--- config.mk ---
export PLATFORM = sky130hd
export DESIGN_NAME = maheredia_player_input
export DESIGN_NICKNAME = d
export VERILOG_FILES = /design/src/rtl/maheredia_player_input.sv
export SDC_FILE = /design/constraint.sdc
export NUM_CORES = 1
export LEC_CHECK = 0
export ABC_AREA = 1
export CORE_MARGIN = 4
export CORE_UTILIZATION = 35
export CTS_BUF_LIST = sky130_fd_sc_hd__clkbuf_4
export CTS_CLUSTER_DIAMETER = 40
export DETAILED_ROUTE_END_ITERATION = 8
export PLACE_DENSITY = 0.53
export SETUP_SLACK_MARGIN = 0.4
export SLEW_MARGIN = 20
export SYNTH_ARGS = -nofsm -noshare
export SYNTH_HDL_FRONTEND = slang
export SYNTH_SLANG_ARGS = --single-unit
--- constraint.sdc ---
create_clock -name clk -period 1.1 [get_ports clk]
set_input_delay 0.22 -clock clk [delete_from_list [all_inputs] [get_ports clk]]
set_output_delay 0.22 -clock clk [all_outputs]
set_load 0.03 [all_outputs]
--- src/rtl/maheredia_player_input.sv ---
// Two-channel player button front end: sync, debounce, press detect, req/ack handshake.
// Optional sticky early-press flags enabled by defining PLAYER_INPUT_FOUL_EN.
module maheredia_player_input #(
  parameter int unsigned CLOCK_FREQ  = 1000,
  parameter int unsigned DEBOUNCE_MS = 20
) (
  input  logic       clk,
  input  logic       reset,
  input  logic       player_1_in_n,
  input  logic       player_2_in_n,
  input  logic       arm_in,
  input  logic       ack1_in,
  input  logic       ack2_in,
  input  logic       foul_clr_in,
  output logic       req1_out,
  output logic       req2_out,
  output logic [1:0] pressed_out,
  output logic       foul1_out,
  output logic       foul2_out
);

  localparam int unsigned DEBOUNCE_RAW   = CLOCK_FREQ * DEBOUNCE_MS / 1000;
  localparam int unsigned DEBOUNCE_COUNT = (DEBOUNCE_RAW < 1) ? 1 : DEBOUNCE_RAW;
  localparam int unsigned CNT_W          = (DEBOUNCE_COUNT > 1) ? $clog2(DEBOUNCE_COUNT) : 1;
  localparam logic [CNT_W-1:0] CNT_LAST  = CNT_W'(DEBOUNCE_COUNT - 1);

  typedef enum logic [1:0] {
    IDLE = 2'd0,
    REQ  = 2'd1,
    LOCK = 2'd2
  } state_e;

  logic [1:0] pin_n;
  logic [1:0] ack;
  logic [1:0] req_all;
  logic [1:0] stable_all;
  logic [1:0] foul_all;

  assign pin_n = {player_2_in_n, player_1_in_n};
  assign ack   = {ack2_in, ack1_in};

  for (genvar g = 0; g < 2; g++) begin : g_ch
    logic             sync1_q;
    logic             raw_s_q;
    logic [CNT_W-1:0] cnt_q, cnt_d;
    logic             stable_q, stable_d;
    logic             stable_prev_q;
    state_e           state_q, state_d;
    logic             req_q, req_d;
    logic             press_c;
    logic             release_c;
    logic             foul_set_c;

    always_ff @(posedge clk or posedge reset) begin
      if (reset) begin
        sync1_q       <= 1'b0;
        raw_s_q       <= 1'b0;
        cnt_q         <= '0;
        stable_q      <= 1'b0;
        stable_prev_q <= 1'b0;
        state_q       <= IDLE;
        req_q         <= 1'b0;
      end else begin
        sync1_q       <= ~pin_n[g];
        raw_s_q       <= sync1_q;
        cnt_q         <= cnt_d;
        stable_q      <= stable_d;
        stable_prev_q <= stable_q;
        state_q       <= state_d;
        req_q         <= req_d;
      end
    end

    // Debounce: accept raw level only after it differs from stable for DEBOUNCE_COUNT cycles.
    always_comb begin
      cnt_d    = '0;
      stable_d = stable_q;
      if (raw_s_q != stable_q) begin
        if (cnt_q == CNT_LAST) begin
          stable_d = raw_s_q;
        end else begin
          cnt_d = cnt_q + CNT_W'(1);
        end
      end
    end

    assign press_c   = stable_q & ~stable_prev_q;
    assign release_c = ~stable_q & stable_prev_q;

    always_comb begin
      state_d    = state_q;
      foul_set_c = 1'b0;
      unique case (state_q)
        IDLE: begin
          if (press_c) begin
            if (arm_in) begin
              state_d = REQ;
            end else begin
              state_d    = LOCK;
              foul_set_c = 1'b1;
            end
          end
        end
        REQ: begin
          if (ack[g] || !arm_in) state_d = LOCK;
        end
        LOCK: begin
          if (release_c) state_d = IDLE;
        end
        default: state_d = IDLE;
      endcase
      req_d = (state_d == REQ);
    end

`ifdef PLAYER_INPUT_FOUL_EN
    logic foul_q, foul_d;

    // Set wins over a same-cycle clear.
    assign foul_d = foul_set_c | (foul_q & ~foul_clr_in);

    always_ff @(posedge clk or posedge reset) begin
      if (reset) foul_q <= 1'b0;
      else       foul_q <= foul_d;
    end

    assign foul_all[g] = foul_q;
`else
    logic unused_foul_set;
    assign unused_foul_set = foul_set_c;
    assign foul_all[g]     = 1'b0;
`endif

    assign req_all[g]    = req_q;
    assign stable_all[g] = stable_q;
  end

`ifndef PLAYER_INPUT_FOUL_EN
  logic unused_foul_clr;
  assign unused_foul_clr = foul_clr_in;
`endif

  assign req1_out    = req_all[0];
  assign req2_out    = req_all[1];
  assign pressed_out = stable_all;
  assign foul1_out   = foul_all[0];
  assign foul2_out   = foul_all[1];

endmodule

==> results.sh <==
export IMPL_tns_ps=0
export IMPL_multi_input_area_sq_um=497
export IMPL_hpwl_mm=1.22
export IMPL_run_status="finished clean"
export IMPL_yosys_warnings=0
export IMPL_fin_skew_ps=1.35
export IMPL_cts_made_buffers=3
export IMPL_worstReg2RegStart="g_ch[1].cnt_q[1]"
export IMPL_wl_mm=1.78
export IMPL_crit_arrival_ps=880
export IMPL_crit_buf_inv=1
export IMPL_finalSetupViolCount=0
export IMPL_cp_required_ps=880
export IMPL_r2r_end="g_ch[1].cnt_q[3]"
export IMPL_grt_max_degree=25
export IMPL_slew_viol_final=0
export IMPL_end_kind="output port"
export IMPL_cts_buffer_depth=2
export IMPL_leakagePower_nw=0.691
export IMPL_yosysSeqAreaShare=0.572
export IMPL_overflow=0
export IMPL_netSwitchingPower_uw=375
export IMPL_area_delta_synth_final_pct=34.2
export IMPL_cts_tree="built"
export IMPL_final_cell_mix="dfrtp_1, inv_1, nand2_1"
export IMPL_power_switching_share=0.249
export IMPL_route_detailed_drc=0
export IMPL_synthTopCellsByArea="dfrtp_1, nor2_1, nand2_1"
export IMPL_die_area_sq_mm=0.00394
export IMPL_power_frac_comb=0.119
export IMPL_post_route_min_period_ps=1100
export IMPL_via_per_inst=4.57
export IMPL_grt_use_total=0.112
export IMPL_antenna_found_initial=0
export IMPL_cp_start_kind="register"
export IMPL_power_density_mw_per_mm2=1070
export IMPL_wl_met3_um=53
export IMPL_top_layer="met4"
export IMPL_die_w_um=62.8
export IMPL_antenna_left=0
export IMPL_p_int_mw=1.13
export IMPL_path_clk_slew_ps=130
export IMPL_layout_commonest_cell="dfrtp_1"
export IMPL_wl_per_cell_um=10.4
export IMPL_drt_first_pass_iters=2
export IMPL_coreArea_sq_mm=0.00281
export IMPL_nFillCells=268
export IMPL_cts_htree_levels=1
export IMPL_pwr_share_seq=0.623
export IMPL_fin_nets=151
export IMPL_vias=782
export IMPL_wl_met1_um=837
export IMPL_worstSkewPairLatency_ps=310
export IMPL_r2r_cells=6
export IMPL_drtIter0Drc=35
export IMPL_critPathMaxFanout=2
export IMPL_cp_slowest_cell="dfrtp_1"
export IMPL_num_antenna_cells=0
export IMPL_post_place_ws_ps=-70.1
export IMPL_grt_pass1_vias=837
export IMPL_fmaxAchievable_ghz=0.910
export IMPL_ys_ff_latch=24
export IMPL_avgSynthCellArea_sq_um=8.60
export IMPL_hold_buffers=0
export IMPL_gp_congestion=0.768
export IMPL_critical_path_max_stage_delay_ps=420
export IMPL_seqCellArea_sq_um=601
export IMPL_post_route_period_util=0.999
export IMPL_critPathKind="reg2out"
export IMPL_chipHeight_um=62.8
export IMPL_finalHoldViolations=0
export IMPL_crit_family="flip-flops"
export IMPL_io_pins=14
export IMPL_rrSetupSlack_ps=70
export IMPL_io_buffers=10
export IMPL_clock_sinks=24
export IMPL_path_cells="buf_6"
export IMPL_cts_root_buf="clkbuf_4"
export IMPL_fp_row_count=19
export IMPL_yosysTopAreaCell="dfrtp_1"
export IMPL_fin_ws_ps=1.55
export IMPL_ys_types=15
export IMPL_start_util=0.374
export IMPL_power_mw=1.51
export IMPL_rsz0062_at_grt="yes"
export IMPL_grt_first_pass_wirelength_mm=3.46
export IMPL_drive_gt1_frac=0.357
export IMPL_ir_worst_vdd_v=0.000413
export IMPL_synth_cells=122
export IMPL_cap_violations=0
export IMPL_clock_power_share=0.259
export IMPL_synth_top_area_frac=0.572
export IMPL_hold_path_class="in2async"
export IMPL_syn_area_sq_mm=0.00105
export IMPL_met2WireLength_um=852
[sequential cells by signal, indices dropped and copies added, names as in the netlist]
signal	count
g_ch.state_q	4
g_ch.stable_prev_q	2
g_ch.sync1_q	2
req1_out	1
g_ch.raw_s_q	2
req2_out	1
g_ch.cnt_q	10
g_ch.stable_q	2
[repair_timing]
item / 4_1_cts / 5_1_grt
pin swaps: 6 / 3
resized for setup: 25 / 17
endpoints found under the setup margin: 22 / 23
buffers inserted: 6 / 0
[layout make-up]
cell class,count,area share
sequential,24,0.426
multi-input combinational,76,0.353
clock inverter,1,0.00266
tap,31,0.0275
clock buffer,3,0.0160
timing repair buffer,17,0.121
inverter,19,0.0542
[worst min-delay path: cells and delay by family]
kind | cells | cell delay, ps
buf+inv | 3 | 670
[metrics by stage]
step                area [sq um]   util  cells  hold WS, ps
global placement            1190  0.426    161          333
floorplan                   1080      -    123          235
finish                      1410  0.502    171          216
detailed placement          1190  0.426    161          336
CTS                         1350  0.482    171          203
global route                1410  0.502    171          230
[cells by family (layout without fill, tap and decap cells)]
family                     count (synthesis)  in the layout  share of synthesized area
buffers and inverters                     23             40                     0.0965
and+or+nand+nor                           63             63                      0.251
AOI/OAI and AO/OA                          7              7                     0.0358
xor gates and xnor gates                   2              2                     0.0167
other                                      1              2                    0.00357
DFF                                       24             24                      0.572
adders and majority gates                  2              2                     0.0238
[synth_stat cells]
cell type,n
ha_1,2
o21ai_0,4
nand2_1,20
nor2_2,1
buf_4,4
a21oi_1,1
inv_1,19
nand3_1,14
a21boi_0,1
nor2_1,25
nand2_2,3
dfrtp_1,24
xnor2_1,2
conb_1,1
o21ai_1,1
[power groups by stage]
stage / Combinational [mW] / Sequential, mW / Clock (mW)
final: 0.179 / 0.938 / 0.390
after global routing: 0.201 / 0.944 / 0.442
after CTS: 0.169 / 0.937 / 0.410
after detailed placement: 0.132 / 0.952 / 0
after global placement: 0.129 / 0.950 / 0
after floorplan: 0.0886 / 0.946 / 0
[layer usage]
metal  GRT usage  up-vias
li1            -      403
met1       0.123      364
met2       0.196       11
met3      0.0306        4
met4      0.0579        0
met5           0        -
[worst max path at each step]
stage                     slack, ps                  to  depth (start not counted)        startpoint
after global routing            -40      pressed_out[0]                          1  g_ch[0].stable_q
after global placement          -40  g_ch[0].state_q[1]                          4            arm_in
after CTS                       -20      pressed_out[1]                          1  g_ch[1].stable_q
final                             2      pressed_out[1]                          1  g_ch[1].stable_q
after detailed placement        -70  g_ch[1].state_q[1]                          4            arm_in
after floorplan                 160    g_ch[0].cnt_q[4]                          6  g_ch[0].cnt_q[0]
Note: power is estimated with default switching activity, not from simulation.
==> variant: new RTL, same flow settings <==
Set the parameter `DEBOUNCE_MS` to 30 (it was 20).
--- a/src/rtl/maheredia_player_input.sv
+++ b/src/rtl/maheredia_player_input.sv
@@ -4,3 +4,3 @@
   parameter int unsigned CLOCK_FREQ  = 1000,
-  parameter int unsigned DEBOUNCE_MS = 20
+  parameter int unsigned DEBOUNCE_MS = 30
 ) (
Behaviour: same outputs for any inputs over 10 cycles, from zero or initial values and one cycle with reset high; that may be too few to reach the edited logic, so the function may still have changed.
==> variant against the unedited design <==
  * Routed wire length down 0.62%
  * Setup slack better by 0.018 ns
  * Via count up 7.5%
  * Clock power down 8.2%
  * Critical path depth unchanged
  * Cell area up 0.89%
  * Highest routed layer unchanged
  * Sequential cell count unchanged
  * Area after synthesis up 4.6%
  * Non-clock buffer count up 1
  * Total power down 3.4%
  * Critical endpoint unchanged
==> variant: results (changes against the unedited design) <==
- Non-filler cells, final: 190 (was 171)
- Buffers on Ports: 10 (unchanged)
- Antenna violations before repair: 0 (unchanged)
- DP Wirelength: 1260 um (was 1220 um)
- Routed len/inst: 9.31 um (was 10.4 um)
- Htree depth: 1 (unchanged)
- Switch Pwr: 0.000341 W (was 0.000375 W)
- GP Congestion: 0.725 (was 0.768)
- Status: finished, final reports clean (unchanged)
- Worst VDD drop: 325 uV (was 413 uV)
- GRT Util Overall: 10.1% (was 11.2%)
- Leading registers by flop count: g_ch.cnt_q: 10 flops, g_ch.state_q: 4 flops (unchanged)
- Clock-pin slew on the worst setup and hold paths: 0.12 ns
- Share of synthesized flip-flops with an asynchronous set or reset: 100% (unchanged)
- Longest Clk Path Bufs: 2 (unchanged)
- First-pass GRT wire length: 3310 um (was 3460 um)
- Post-CTS setup buffers: 4 (was 6)
- # DRC: 0 (unchanged)
- DP Worst Slack: -0.112 ns (was -0.0701 ns)
- Synth cell types: 13 (was 15)
- Placed Instances: 181 (was 161)
- CTS Hold Bufs: 0 (unchanged)
- CP max-delay cell: dfrtp_1 (unchanged)
- Root Driver: clkbuf_4 (unchanged)
- Placed Area: 0.00125 sq mm (was 0.00119 sq mm)
- Maximum fanout along the worst path: 2 (unchanged)
- Clk. pwr: 0.000358 W (was 0.000390 W)
- Sequential area share after synthesis: 54.7% (was 57.2%)
- Worst Skew: 0.000926 ns (was 0.00135 ns)
- Iteration-0 DRC Markers: 53 (was 35)
- Pleak: 0.734 nW (was 0.691 nW)
- Number of CTS-inserted buffers: 3 (unchanged)
- Share of cells above drive strength 1: 31.5% (was 35.7%)
- Hold WS: 0.229 ns (was 0.216 ns)
- Worst Hold Class: in -> async (unchanged)
- Syn avg cell area: 8.58 sq um (was 8.60 sq um)
- DR vias: 841 (was 782)
- Reg2reg setup slack: 0.03 ns (was 0.07 ns)
- Nets: 160 (was 151)
- Drt first pass iters: 4 (was 2)
- Post-cts sizing count: 21 (was 25)
- Seq pwr: 0.000938 W (about the same)
- WP data arrival: 0.86 ns (was 0.88 ns)
- Vias in the first global route: 813 (was 837)
- Main area contributors after synthesis: dfrtp_1 (55%), nand2_1 (7.9%), nor2_1 (7.2%) (was dfrtp_1 (57%), nor2_1 (8.9%), nand2_1 (7.2%))
- Synth warn: 0 (unchanged)
- Final Hold Viols: 0 (unchanged)
- Tcrit/Tclk final: 98.2% (was 99.9%)
- Largest net degree at the start of global routing: 25 (unchanged)
- Diodes inserted: 0 (unchanged)
- Top delay family on crit path: flip-flops (unchanged)
- Reg power frac: 64.5% (was 62.3%)
- Commonest cells in the netlist: dfrtp_1 (24), nand2_1 (23), nor2_1 (21), inv_1 (19), nand3_1 (15) (was nor2_1 (25), dfrtp_1 (24), nand2_1 (20), inv_1 (19), nand3_1 (14))
variant: path summary, 6_finish.rpt:
kind                                                    from                              end  cells after the start
worst max-delay path            g_ch[1].stable_q$_DFFE_PP0P_                   pressed_out[1]                      1
worst min-delay path                                   reset  g_ch[0].stable_prev_q$_DFF_PP0_                      3
worst max register to register    g_ch[1].cnt_q[1]$_DFF_PP0_       g_ch[1].cnt_q[3]$_DFF_PP0_                      7
worst min register to register     g_ch[1].sync1_q$_DFF_PP0_        g_ch[1].raw_s_q$_DFF_PP0_                      0
max in group asynchronous                              reset       g_ch[0].cnt_q[0]$_DFF_PP0_                      3
min in group clk                   g_ch[1].sync1_q$_DFF_PP0_        g_ch[1].raw_s_q$_DFF_PP0_                      0
variant: layer usage:
| metal | wire [um] | vias up | share of wire [%] | GRT usage (%) |
|---|---|---|---|---|
| met3 | 79 | 2 | 4.5 | 2.64 |
| met5 | 0 | - | 0 | 0 |
| met1 | 751 | 398 | 42 | 12.2 |
| met2 | 920 | 12 | 52 | 16.8 |
| met4 | 18 | 0 | 1.0 | 4.85 |
| li1 | - | 429 | - | - |
variant: area by class of cell:
class / count / area, sq um
fill: 301 / 1610
sequential: 24 / 602
multi-input combinational: 80 / 479
timing repair buffer: 18 / 181
inverter: 21 / 81.3
tap: 44 / 55.1
clock buffer: 3 / 22.5
variant: cells by family (layout without fill, tap and decap cells):
group           Yosys count  in the layout  synth area share [%]
xor+xnor                  2              2                  1.59
compound gates            3              3                  1.37
fa+ha+maj                 4              4                  4.56
buf+inv                  25             42                  9.91
other cells               1              2                 0.341
flops                    24             24                  54.7
simple gates             69             69                  27.6
